### src/rtl/z80fi_insn_collector_pkg.sv
// ---------------------------------------------------------------
// z80fi_insn_collector_pkg : shared constants and collector state type
// Rev 1.0
// ---------------------------------------------------------------
`default_nettype none

package z80fi_insn_collector_pkg;

  localparam int Z80FI_MAX_INSN_BYTES = 4;

  typedef enum logic [0:0] {
    Z80FI_COL_IDLE    = 1'b0,
    Z80FI_COL_COLLECT = 1'b1
  } col_state_t;

endpackage

`default_nettype wire

### src/rtl/z80fi_mem_capture.sv
// ---------------------------------------------------------------
// z80fi_mem_capture : two-slot memory access capture with overflow
// Rev 1.0
// ---------------------------------------------------------------
`default_nettype none

module z80fi_mem_capture (
  input  logic        clk,
  input  logic        reset_n,
  input  logic        clear,
  input  logic        valid,
  input  logic [15:0] addr,
  input  logic [7:0]  data,
  output logic        slot1,
  output logic [15:0] addr1,
  output logic [7:0]  data1,
  output logic        slot2,
  output logic [15:0] addr2,
  output logic [7:0]  data2,
  output logic        overflow
);

  logic        v1, v2, ov;
  logic [15:0] a1, a2;
  logic [7:0]  d1, d2;

  // Outputs are the current slots plus this cycle's access, unless the access
  // opens a new instruction (clear), in which case it goes to the fresh set.
  always_comb begin
    slot1    = v1;
    addr1    = a1;
    data1    = d1;
    slot2    = v2;
    addr2    = a2;
    data2    = d2;
    overflow = ov;
    if (valid && !clear) begin
      if (!v1) begin
        slot1 = 1'b1;
        addr1 = addr;
        data1 = data;
      end else if (!v2) begin
        slot2 = 1'b1;
        addr2 = addr;
        data2 = data;
      end else begin
        overflow = 1'b1;
      end
    end
  end

  always_ff @(posedge clk or negedge reset_n) begin
    if (!reset_n) begin
      v1 <= 1'b0;  a1 <= '0;  d1 <= '0;
      v2 <= 1'b0;  a2 <= '0;  d2 <= '0;
      ov <= 1'b0;
    end else if (clear) begin
      v1 <= valid;
      a1 <= valid ? addr : 16'h0000;
      d1 <= valid ? data : 8'h00;
      v2 <= 1'b0;  a2 <= '0;  d2 <= '0;
      ov <= 1'b0;
    end else begin
      v1 <= slot1;  a1 <= addr1;  d1 <= data1;
      v2 <= slot2;  a2 <= addr2;  d2 <= data2;
      ov <= overflow;
    end
  end

endmodule

`default_nettype wire

### src/rtl/z80fi_insn_collector.sv
// ---------------------------------------------------------------
// z80fi_insn_collector : assembles one retired-instruction packet per insn
// Rev 1.0
// ---------------------------------------------------------------
`default_nettype none

module z80fi_insn_collector
  import z80fi_insn_collector_pkg::*;
#(
  parameter int MAX_BYTES = Z80FI_MAX_INSN_BYTES
) (
  input  logic        clk,
  input  logic        reset_n,
  input  logic        insn_start,
  input  logic [15:0] insn_start_pc,
  input  logic        fetch_valid,
  input  logic [7:0]  fetch_data,
  input  logic        rd_valid,
  input  logic [15:0] rd_addr,
  input  logic [7:0]  rd_data,
  input  logic        wr_valid,
  input  logic [15:0] wr_addr,
  input  logic [7:0]  wr_data,
  input  logic        insn_done,
  input  logic [15:0] insn_done_pc,
  output logic        z80fi_valid,
  output logic [31:0] z80fi_insn,
  output logic [3:0]  z80fi_insn_len,
  output logic [15:0] z80fi_reg_ip_in,
  output logic [15:0] z80fi_reg_ip_out,
  output logic        z80fi_mem_rd,
  output logic [15:0] z80fi_mem_raddr,
  output logic [7:0]  z80fi_mem_rdata,
  output logic        z80fi_mem_rd2,
  output logic [15:0] z80fi_mem_raddr2,
  output logic [7:0]  z80fi_mem_rdata2,
  output logic        z80fi_mem_wr,
  output logic [15:0] z80fi_mem_waddr,
  output logic [7:0]  z80fi_mem_wdata,
  output logic        z80fi_mem_wr2,
  output logic [15:0] z80fi_mem_waddr2,
  output logic [7:0]  z80fi_mem_wdata2,
  output logic        z80fi_overflow
);

  localparam logic [2:0] MAX_CNT = 3'(MAX_BYTES);

  col_state_t state, state_nxt;
  logic       emit, capturing;

  logic [15:0]            ip_work;
  logic [MAX_BYTES*8-1:0] bytes, bytes_m;
  logic [2:0]             count, count_m;
  logic                   byte_ovf, byte_ovf_m;

  logic        rd1_m, rd2_m, rd_ovf_m, wr1_m, wr2_m, wr_ovf_m;
  logic [15:0] raddr1_m, raddr2_m, waddr1_m, waddr2_m;
  logic [7:0]  rdata1_m, rdata2_m, wdata1_m, wdata2_m;

  always_ff @(posedge clk or negedge reset_n) begin
    if (!reset_n) state <= Z80FI_COL_IDLE;
    else          state <= state_nxt;
  end

  always_comb begin
    state_nxt = state;
    emit      = 1'b0;
    case (state)
      Z80FI_COL_IDLE: begin
        if (insn_start) state_nxt = Z80FI_COL_COLLECT;
      end
      Z80FI_COL_COLLECT: begin
        emit = insn_done;
        if (insn_done && !insn_start) state_nxt = Z80FI_COL_IDLE;
      end
      default: state_nxt = Z80FI_COL_IDLE;
    endcase
  end

  assign capturing = (state == Z80FI_COL_COLLECT) || insn_start;

  // Retiring view of the opcode bytes: a fetch alongside insn_start is the
  // new instruction's first byte and is excluded here.
  always_comb begin
    bytes_m    = bytes;
    count_m    = count;
    byte_ovf_m = byte_ovf;
    if (fetch_valid && !insn_start) begin
      if (count < MAX_CNT) begin
        for (int i = 0; i < MAX_BYTES; i++) begin
          if (count == 3'(i)) bytes_m[i*8 +: 8] = fetch_data;
        end
        count_m = count + 3'd1;
      end else begin
        byte_ovf_m = 1'b1;
      end
    end
  end

  always_ff @(posedge clk or negedge reset_n) begin
    if (!reset_n) begin
      ip_work  <= '0;
      bytes    <= '0;
      count    <= '0;
      byte_ovf <= 1'b0;
    end else if (insn_start) begin
      ip_work  <= insn_start_pc;
      bytes    <= fetch_valid ? (MAX_BYTES*8)'(fetch_data) : '0;
      count    <= fetch_valid ? 3'd1 : 3'd0;
      byte_ovf <= 1'b0;
    end else if (state == Z80FI_COL_COLLECT) begin
      bytes    <= bytes_m;
      count    <= count_m;
      byte_ovf <= byte_ovf_m;
    end
  end

  z80fi_mem_capture u_rd_cap (
    .clk      (clk),
    .reset_n  (reset_n),
    .clear    (insn_start),
    .valid    (rd_valid && capturing),
    .addr     (rd_addr),
    .data     (rd_data),
    .slot1    (rd1_m),
    .addr1    (raddr1_m),
    .data1    (rdata1_m),
    .slot2    (rd2_m),
    .addr2    (raddr2_m),
    .data2    (rdata2_m),
    .overflow (rd_ovf_m)
  );

  z80fi_mem_capture u_wr_cap (
    .clk      (clk),
    .reset_n  (reset_n),
    .clear    (insn_start),
    .valid    (wr_valid && capturing),
    .addr     (wr_addr),
    .data     (wr_data),
    .slot1    (wr1_m),
    .addr1    (waddr1_m),
    .data1    (wdata1_m),
    .slot2    (wr2_m),
    .addr2    (waddr2_m),
    .data2    (wdata2_m),
    .overflow (wr_ovf_m)
  );

  always_ff @(posedge clk or negedge reset_n) begin
    if (!reset_n) begin
      z80fi_valid      <= 1'b0;
      z80fi_insn       <= '0;
      z80fi_insn_len   <= '0;
      z80fi_reg_ip_in  <= '0;
      z80fi_reg_ip_out <= '0;
      z80fi_mem_rd     <= 1'b0;
      z80fi_mem_raddr  <= '0;
      z80fi_mem_rdata  <= '0;
      z80fi_mem_rd2    <= 1'b0;
      z80fi_mem_raddr2 <= '0;
      z80fi_mem_rdata2 <= '0;
      z80fi_mem_wr     <= 1'b0;
      z80fi_mem_waddr  <= '0;
      z80fi_mem_wdata  <= '0;
      z80fi_mem_wr2    <= 1'b0;
      z80fi_mem_waddr2 <= '0;
      z80fi_mem_wdata2 <= '0;
      z80fi_overflow   <= 1'b0;
    end else begin
      z80fi_valid <= emit;
      if (emit) begin
        z80fi_insn       <= 32'(bytes_m);
        z80fi_insn_len   <= {1'b0, count_m};
        z80fi_reg_ip_in  <= ip_work;
        z80fi_reg_ip_out <= insn_done_pc;
        z80fi_mem_rd     <= rd1_m;
        z80fi_mem_raddr  <= raddr1_m;
        z80fi_mem_rdata  <= rdata1_m;
        z80fi_mem_rd2    <= rd2_m;
        z80fi_mem_raddr2 <= raddr2_m;
        z80fi_mem_rdata2 <= rdata2_m;
        z80fi_mem_wr     <= wr1_m;
        z80fi_mem_waddr  <= waddr1_m;
        z80fi_mem_wdata  <= wdata1_m;
        z80fi_mem_wr2    <= wr2_m;
        z80fi_mem_waddr2 <= waddr2_m;
        z80fi_mem_wdata2 <= wdata2_m;
        z80fi_overflow   <= byte_ovf_m | rd_ovf_m | wr_ovf_m;
      end
    end
  end

endmodule

`default_nettype wire

### config.mk
export PLATFORM = sky130hd
export DESIGN_NAME = z80fi_insn_collector
export DESIGN_NICKNAME = d
export VERILOG_FILES = /design/src/rtl/z80fi_insn_collector_pkg.sv /design/src/rtl/z80fi_mem_capture.sv /design/src/rtl/z80fi_insn_collector.sv
export SDC_FILE = /design/constraint.sdc
export NUM_CORES = 1
export LEC_CHECK = 0
export ABC_AREA = 1
export CAP_MARGIN = 20
export CORE_ASPECT_RATIO = 0.6
export CORE_MARGIN = 10
export CORE_UTILIZATION = 45
export DETAILED_ROUTE_END_ITERATION = 12
export GPL_ROUTABILITY_DRIVEN = 0
export HOLD_SLACK_MARGIN = 0.08
export PLACE_DENSITY = 0.67
export SETUP_SLACK_MARGIN = 0.1
export SLEW_MARGIN = 20
export SYNTH_ARGS = -nofsm -noshare
export SYNTH_HDL_FRONTEND = slang
export SYNTH_SLANG_ARGS = --single-unit
### constraint.sdc
create_clock -name clk -period 2.9 [get_ports clk]
set_input_delay 0.29 -clock clk [delete_from_list [all_inputs] [get_ports clk]]
set_output_delay 0.29 -clock clk [all_outputs]
set_load 0.05 [all_outputs]
==> out/metrics.cfg <==
[floorplanning]
ioPinCount=265
initial_core_util_pct=45.67
die_area_mm2=0.03936
fp.dieW_um=249.6
core_mm2=0.03115
die_h_um=157.7
row_count=50

[synth]
yosysSeqAreaShare_pct=56.99
syn_inst=1804
synth_top_area_share_pct=56.99
yosysWarnings=0
syn-num-nets=1903
syn_area_per_cell_um2=7.887
synthTopCellsByArea=dfrtp_1, nand2_1, inv_1, nand3_1, nand4_1
netlist_area_mm2=0.01423
synth-seq-cells=324
ys_types=29
synth.largest_area_cell=dfrtp_1

[worst_setup_path]
r2r-start=state$_DFF_PN0_
rrSetupSlack_ps=740
cp-start-kind=flip-flop
reg2reg_to=z80fi_mem_waddr2[6]$_DFFE_PN0P_
max_stage_delay_ps=550
crit_path_end_kind=flip-flop
crit_fanout=28
reg2reg_depth=6
worstPathRequired_ps=3350
worstSetupPathType=reg -> reg
slowest_stage=nand3_2
cp_common_cell=nand2_1
cp_top_family=simple AND/OR/NAND/NOR gates
path_buf_inv=0
path_cells=nand2_4 -> nor2_8 -> nand3_2 -> nand2_1 -> nand3_1 -> nand2_1
arrival_ps=2610

[timing]
maxSlewHeadroom_pct=36.44
fin_setup_tns_ps=0
hold_viol=0
finalCritPeriodShare_pct=74.44
finalSetupViolCount=0
period_needed_ps=2159
rsz0062_at_grt=false
max_freq_mhz=463.2
skew_ps=11.80
slew_violations=0
tightest_slew_ps=953.3

[routing]
routed_via_density=5.026
ant_nets=0
post-route-drc-count=0
wl_met2_mm=18.86
vias=12460
wl_per_cell_um=17.36
top_layer_used=met5
first_pass_iters=6
routed-wl-met3_mm=3.616
drtIter0Drc=1173
routed_wl_mm=43.03
drt-met1-wl_mm=19.83

[placed_design]
port_buffers=263
hpwl_mm=28.59
place_area_mm2=0.01725

[global_route]
grt.overflow.total=0
grt_max_degree=186
grt_usage_pct=21.40
grt_pass1_wl_mm=68.18
antenna_found_initial=3
first_global_vias=12270

[clock_tree]
ctsResizeCount=0
clockRootBuffer=clkbuf_16
clk_path_buf_depth=3
htree_levels=2
cts_tree=yes
post_cts_buffers=0
cts_buffers=34
hold_buffers=1
cts.sinks=324
clk_pin_slew_ps=60
insertion_delay_ps=520

[run]
drv_cap=0

[worst_hold_path]
whs_endpoint=u_rd_cap.v2$_DFF_PN0_
hold_depth=2
holdCritPathClass=in -> reg
hold_start=insn_start

[finish]
final_common_cell=nand2_1
layout.nets=2136
mostFrequentLayoutCells=nand2_1, dfrtp_1, clkdlybuf4s50_1
n_fill_cell=2826
area_delta_synth_final_pct=29.52
fin_area_mm2=0.01843
drive_above_1_share_pct=4.755
fin_util_pct=59.15

[power]
leakage_nw=9.784
power_density_mw_per_mm2=695.4
ir_drop_mv=0.3495

[status]
status=finished clean

-- synth_stat cells (all sizes together) --
master and instances:
o21ai 55, nand2 899, o21bai 1, o22ai 9, clkbuf 45, inv 181, xor2 1, a31oi 2
conb 1, buf 44, nor2 63, ha 4, nand3 119, nand4 48, a21oi 4, nor3 1
clkinv 3, dfrtp 324
-- state kept, by name, summed over array words and instances (netlist names), 3 cells and up --
signal	cells
u_rd_cap.d2	8
ip_work	16
z80fi_mem_rdata2	8
bytes	32
z80fi_mem_raddr2	16
u_wr_cap.a2	16
z80fi_insn_len	3
u_wr_cap.a1	16
z80fi_reg_ip_in	16
u_wr_cap.d1	8
z80fi_insn	32
z80fi_mem_wdata2	8
u_rd_cap.a1	16
u_rd_cap.d1	8
z80fi_mem_wdata	8
u_rd_cap.a2	16
z80fi_mem_rdata	8
z80fi_mem_waddr	16
u_wr_cap.d2	8
z80fi_reg_ip_out	16
z80fi_mem_waddr2	16
count	3
z80fi_mem_raddr	16
-- where the power goes --
group / total [mW] / internal, mW / leakage (nW) / switching, mW
Combinational: 3.06 / 0.937 / 4.95 / 2.13
Sequential: 5.22 / 4.97 / 4.26 / 0.248
Clock: 4.53 / 2.71 / 0.573 / 1.82
Total: 12.8 / 8.62 / 9.78 / 4.19
-- worst max-delay path by stage --
stage	startpoint	endpoint	slack, ps	depth (start not counted)
global route	state$_DFF_PN0_	u_rd_cap.a2[5]$_DFF_PN0_	550	6
global placement	wr_valid	z80fi_mem_waddr2[6]$_DFFE_PN0P_	480	7
CTS	state$_DFF_PN0_	z80fi_mem_waddr2[6]$_DFFE_PN0P_	690	6
finish	state$_DFF_PN0_	z80fi_mem_waddr2[6]$_DFFE_PN0P_	740	6
detailed placement	wr_valid	z80fi_mem_waddr2[6]$_DFFE_PN0P_	450	7
floorplan	insn_start	z80fi_mem_raddr[10]$_DFFE_PN0P_	1440	11
-- per-stage QoR --
step | setup slack (ps) | hold WS [ps] | instances | power [mW]
after floorplan | 1444 | -5.591 | 1804 | 7.126
after global placement | 479.7 | 315.7 | 2416 | 8.331
after detailed placement | 454.1 | 319.4 | 2416 | 8.377
after CTS | 694.1 | 182.0 | 2477 | 12.95
after global routing | 554.8 | 190.7 | 2478 | 13.40
final | 741.3 | 195.2 | 2479 | 12.81
-- area by class of cell --
cell class / instances / area, um2 / share of cell area [%]
diodes: 2 / 5.005 / 0.02716
clock buffers: 53 / 1066 / 5.785
clock inverters: 7 / 91.34 / 0.4957
inverters: 184 / 693.2 / 3.762
multi-input cells: 1207 / 5046 / 27.38
flip-flops and latches: 324 / 8108 / 44.00
well taps: 416 / 520.5 / 2.825
repair buffers: 286 / 2898 / 15.73
-- per-layer routing --
metal | vias up | GRT usage, %
li1 | 5986 | -
met2 | 394 | 32.16
met3 | 48 | 6.514
met5 | - | 0
met1 | 6029 | 29.69
met4 | 2 | 5.346
-- logic make-up after synthesis --
logic type      Yosys count  synth area share [%]
simple gates           1130                 32.33
flops                   324                 56.99
fa+ha+maj                 4                0.3518
buf+inv                 273                 7.633
xor+xnor                  1               0.06157
compound gates           71                 2.612
other cells               1               0.02636
(Power assumes the default switching activity.)
==> RTL edit 1, RTL diff (config.mk and constraints unchanged) <==
`Z80FI_MAX_INSN_BYTES`: 4 -> 2.
--- a/src/rtl/z80fi_insn_collector_pkg.sv
+++ b/src/rtl/z80fi_insn_collector_pkg.sv
@@ -6,7 +6,7 @@
 
 package z80fi_insn_collector_pkg;
 
-  localparam int Z80FI_MAX_INSN_BYTES = 4;
+  localparam int Z80FI_MAX_INSN_BYTES = 2;
 
   typedef enum logic [0:0] {
     Z80FI_COL_IDLE    = 1'b0,
Function: changed (Yosys sat finds a counterexample within 4 cycles, from zero or initial values and one cycle with reset_n low).
==> RTL edit 1 against the original RTL <==
- routed wire length shrank 13%
- die area shrank 8.1%
- area after synthesis shrank 9.0%
- sequential power shrank 9.0%
- worst setup slack lost 130 ps
- total power shrank 6.6%
- final area shrank 9.3%
- via count shrank 11%
- critical path depth is the same
- sequential cell count shrank 32
- clock power shrank 6.4%
- combinational power shrank 2%
- largest cell class unchanged
==> RTL edit 1: results (changes against the original RTL) <==
place_ws_ps: 564  # +110 ps
dp_hpwl_mm: 25.0  # -13%
ys_seq_area_share_pct: 56.4  # -0.57 points
slowest_delay_ps: 810  # +260 ps
vdd_ir_drop_max_mv: 0.408  # +17%
status: "complete, no violations"
final_nets: 1930  # -9.6%
met3_usage_pct: 5.70  # -0.82 points
grt_max_degree: 170  # -8.6%
cts_buffers: 28  # -18%
hold_end: "ip_work[9]$_DFFE_PN0P_"
p_leak_nw: 8.75  # -11%
track_usage_pct: 20.7  # -0.70 points
hp-class: "input pin to register"
slew-limit-headroom_pct: 31.0  # -5.5 points
grt_pass1_wl_mm: 60.8  # -11%
whs_ps: 144  # -51.5 ps
cp_slowest_cell: "nor2_2"
met2_usage_pct: 33.7  # +1.5 points
wl_met3_mm: 2.69  # -26%
synth_cell_types: 30  # +3.4%
min_period_ps: 2290  # +127 ps
portBuffers: 247  # -6.1%
finClkSkew_ps: 10.3  # -1.48 ps
postCtsSetupRepairBufs: 0  # unchanged
use_met1_pct: 27.1  # -2.6 points
rrSetupSlack_ps: 610  # -130 ps
cts_max_level: 1  # -1
synth_area_sq_mm: 0.0130  # -9.0%
synth_area_leaders: "dfrtp_1 56%, nand2_1 22%, inv_1 4.0%, o21ai_0 3.6%, nand3_1 3.2%"
dpl_cell_area_sq_mm: 0.0156  # -9.3%
wl_met1_mm: 16.4  # -17%
top_layer: "met4"
avgSynthCellArea_sq_um: 7.99  # +1.4%
critical_path.endpoint: "u_wr_cap.a1[7]$_DFF_PN0_"
grt_antenna_before_repair: 1  # -2
drive_gt1_share_pct: 4.27  # -0.49 points
yosys-top-cells-count: "769 x nand2_1, 292 x dfrtp_1, 137 x inv_1, 92 x o21ai_0, 83 x nand3_1"
hold_depth: 3  # +1
drt-initial-drc-count: 699  # -40%
vias: 11065  # -11%
clk_latency_ps: 550  # +30 ps
clockBufferDepth: 3  # unchanged
worstPathArrival_ps: 2770  # +160 ps
path_max_fanout: 24  # -14%
layout.cells.non_filler: 2220  # -10%
dr_wl_met2_mm: 17.6  # -6.8%
routedWlPerCell_um: 16.9  # -2.8%
## RTL edit 1: changes by cell type after synthesis, sizes merged, moves of 4 or more
cell    unedited run  this run
nor2              63        67
nand3            119        84
nand2            899       770
buf               44        58
dfrtp            324       292
nand4             48        24
inv              181       141
nand3b             0        24
o21ai             55        92
## RTL edit 1: cell type report
cell class / count / area [sq um]
diodes: 1 / 2.50
well taps: 367 / 459
repair buffers: 268 / 2710
inverters: 143 / 542
clock buffers: 39 / 803
multi-input cells: 1099 / 4630
fillers: 2510 / 11200
clock inverters: 11 / 258
flip-flops and latches: 292 / 7310
## RTL edit 1: where the power goes
part           internal, mW  leakage, nW  total, mW  switching [mW]
logic                 0.910         4.43       2.99            2.08
registers              4.51         3.81       4.75           0.232
clock network          2.64        0.514       4.24            1.60
total                  8.06         8.75       12.0            3.91
## RTL edit 1: cell families after synthesis
group           share of synthesized area (%)
buf+inv                                  8.36
xor+xnor                               0.0676
flops                                    56.4
other cells                            0.0290
compound gates                           4.27
simple gates                             30.6
fa+ha+maj                               0.290
==> RTL edit 2, RTL diff (config.mk and constraints unchanged) <==
Without the edit above. Register the output `z80fi_mem_raddr` once more, cleared by the reset; this adds one clock of latency there. The other outputs are not delayed to match.
--- a/src/rtl/z80fi_insn_collector.sv
+++ b/src/rtl/z80fi_insn_collector.sv
@@ -45,6 +45,8 @@
 
   localparam logic [2:0] MAX_CNT = 3'(MAX_BYTES);
 
+  logic [15:0] z80fi_mem_raddr_s0;
+
   col_state_t state, state_nxt;
   logic       emit, capturing;
 
@@ -155,7 +157,7 @@
       z80fi_reg_ip_in  <= '0;
       z80fi_reg_ip_out <= '0;
       z80fi_mem_rd     <= 1'b0;
-      z80fi_mem_raddr  <= '0;
+      z80fi_mem_raddr_s0 <= '0;
       z80fi_mem_rdata  <= '0;
       z80fi_mem_rd2    <= 1'b0;
       z80fi_mem_raddr2 <= '0;
@@ -175,7 +177,7 @@
         z80fi_reg_ip_in  <= ip_work;
         z80fi_reg_ip_out <= insn_done_pc;
         z80fi_mem_rd     <= rd1_m;
-        z80fi_mem_raddr  <= raddr1_m;
+        z80fi_mem_raddr_s0 <= raddr1_m;
         z80fi_mem_rdata  <= rdata1_m;
         z80fi_mem_rd2    <= rd2_m;
         z80fi_mem_raddr2 <= raddr2_m;
@@ -191,6 +193,14 @@
     end
   end
 
+  always_ff @(posedge clk or negedge reset_n) begin
+    if (!reset_n) begin
+      z80fi_mem_raddr <= '0;
+    end else begin
+      z80fi_mem_raddr <= z80fi_mem_raddr_s0;
+    end
+  end
+
 endmodule
 
 `default_nettype wire
Formal check against the unedited RTL: not equivalent (Yosys sat finds a counterexample within 4 cycles, from zero or initial values and one cycle with reset_n low).
==> RTL edit 2 against the original RTL <==
- total power rose by 2.0%
- routed wire length barely moved
- cell count rose by 0.93%
- sequential cell count rose by 16
- worst setup slack got worse by 190 ps
- die area rose by 2.5%
- first-iteration DRC count fell by 0.51%
- via count rose by 0.25%
- area after synthesis rose by 2.8%
- non-clock buffer count fell by 1
- final area rose by 2.0%
- sequential share of layout area rose by 1.3 points
- synthesized cell count rose by 0.89%
- largest cell class unchanged
==> RTL edit 2: results (changes against the original RTL) <==
drt-initial-drc-count: 1167  # -0.51%
synth_area_leaders: "dfrtp_1 58%, nand2_1 23%, inv_1 4.5%, nand3_1 4.0%, nand4_1 2.1%"
worstHoldStart: "insn_start"
grt_pass1_wl_mm: 68.7  # +0.75%
synth-xor-area-share_pct: 0.0599  # -0.0017 points
muxShareOfSynthArea_pct: 0  # unchanged
cts_resized: 0  # unchanged
postCtsSetupRepairBufs: 0  # unchanged
drive_gt1_share_pct: 4.62  # -0.13 points
ys_seq_area_share_pct: 58.2  # +1.2 points
hold_end: "u_wr_cap.a2[1]$_DFF_PN0_"
cts_max_level: 2  # unchanged
top_regs: "bytes (32), z80fi_insn (32)"
synthArstFlopShare_pct: 100  # unchanged
dp.cells: 2439  # +0.95%
cp_slowest_cell: "nand3_2"
min_period_ps: 2350  # +187 ps
hold_depth: 2  # unchanged
root_buffer: "clkbuf_16"
dpl_cell_area_sq_mm: 0.0177  # +2.3%
synth_cell_types: 29  # unchanged
avgSynthCellArea_sq_um: 8.04  # +1.9%
yosysWarnings: 0  # unchanged
place_ws_ps: 478  # +23.6 ps
rrSetupSlack_ps: 550  # -190 ps
cts_buffers: 35  # +2.9%
layout.cells.non_filler: 2502  # +0.93%
path_max_fanout: 26  # -7.1%
final_nets: 2152  # +0.75%
synth_compound_area_share_pct: 2.54  # -0.071 points
clockBufferDepth: 3  # unchanged
worstPathArrival_ps: 2720  # +110 ps
routedWlPerCell_um: 17.2  # -0.99%
startpoint: "u_wr_cap.v2$_DFF_PN0_"
yosys-top-cells-count: "894 x nand2_1, 340 x dfrtp_1, 175 x inv_1, 117 x nand3_1, 56 x nor2_1"
whs_ps: 142  # -53.2 ps
finClkSkew_ps: 31.9  # +20.1 ps
fillCellCount: 2811  # -0.53%
p_leak_nw: 9.97  # +1.9%
vdd_ir_drop_max_mv: 0.355  # +1.6%
slew-limit-headroom_pct: 38.7  # +2.3 points
synth_fa_ha_area_share_pct: 0.342  # -0.0096 points
cts.clk_slew.worst_paths_ps: 60  # about the same
rr_worst_depth: 5  # -1
track_usage_pct: 21.0  # -0.40 points
slowest_delay_ps: 830  # +280 ps
dr.pass1.iters: 5  # -1
synth_top_flop_cell: "dfrtp_1"
grt_max_degree: 186  # unchanged
r2r_end: "u_wr_cap.a2[11]$_DFF_PN0_"
status: "complete, no violations"
grt_antenna_before_repair: 1  # -2
grt_pass1_vias: 12264  # -0.0082%
hp-class: "input pin to register"
syn_nets: 1919  # +0.84%
vias_per_cell: 4.99  # -0.67%
dp_hpwl_mm: 28.2  # -1.4%
## RTL edit 2: cell types whose count changed after synthesis
cell,change
dfrtp_1,+16
buf_1,+1
clkbuf_1,-1
## RTL edit 2: area by class of cell
| type | instances | area [sq um] | share of cell area (%) |
|---|---|---|---|
| inverters | 184 | 693 | 3.69 |
| repair buffers | 285 | 2890 | 15.4 |
| multi-input cells | 1207 | 5040 | 26.8 |
| clock buffers | 48 | 955 | 5.08 |
| well taps | 424 | 531 | 2.82 |
| flip-flops and latches | 340 | 8510 | 45.3 |
| diodes | 1 | 2.50 | 0.0133 |
| clock inverters | 13 | 169 | 0.899 |
## RTL edit 2: worst max-delay path: cells and delay by family (launching register included)
family	cells	cell delay [ps]
simple gates	4	1150
buf+inv	1	700
flops	1	350
## RTL edit 2: routing by layer
layer	wire length, um	part of all wire, %	up-vias	global-route usage [%]
li1	-	-	6041	-
met1	19300	45	6044	28.7
met2	19500	45	365	32.8
met3	3520	8.2	40	5.79
met4	626	1.5	0	4.39
met5	0	0	-	0
## RTL edit 2: power breakdown
group          switching [mW]  internal (mW)
clock network            1.85           2.67
registers               0.258           5.23
logic                    2.14          0.936
## RTL edit 2: worst max path at each step
stage | end | cells past startpoint
floorplan | z80fi_mem_rdata[0]$_DFFE_PN0P_ | 11
global route | z80fi_mem_waddr2[11]$_DFFE_PN0P_ | 5
global placement | u_wr_cap.d2[5]$_DFF_PN0_ | 7
finish | u_wr_cap.a2[11]$_DFF_PN0_ | 5
detailed placement | u_wr_cap.a2[11]$_DFF_PN0_ | 7
CTS | u_wr_cap.a2[11]$_DFF_PN0_ | 5
## RTL edit 2: what timing repair did
action                     4_1_cts  5_1_grt
hold endpoints to repair        88        0
hold buffers                     1        0
setup endpoints to repair        0        0
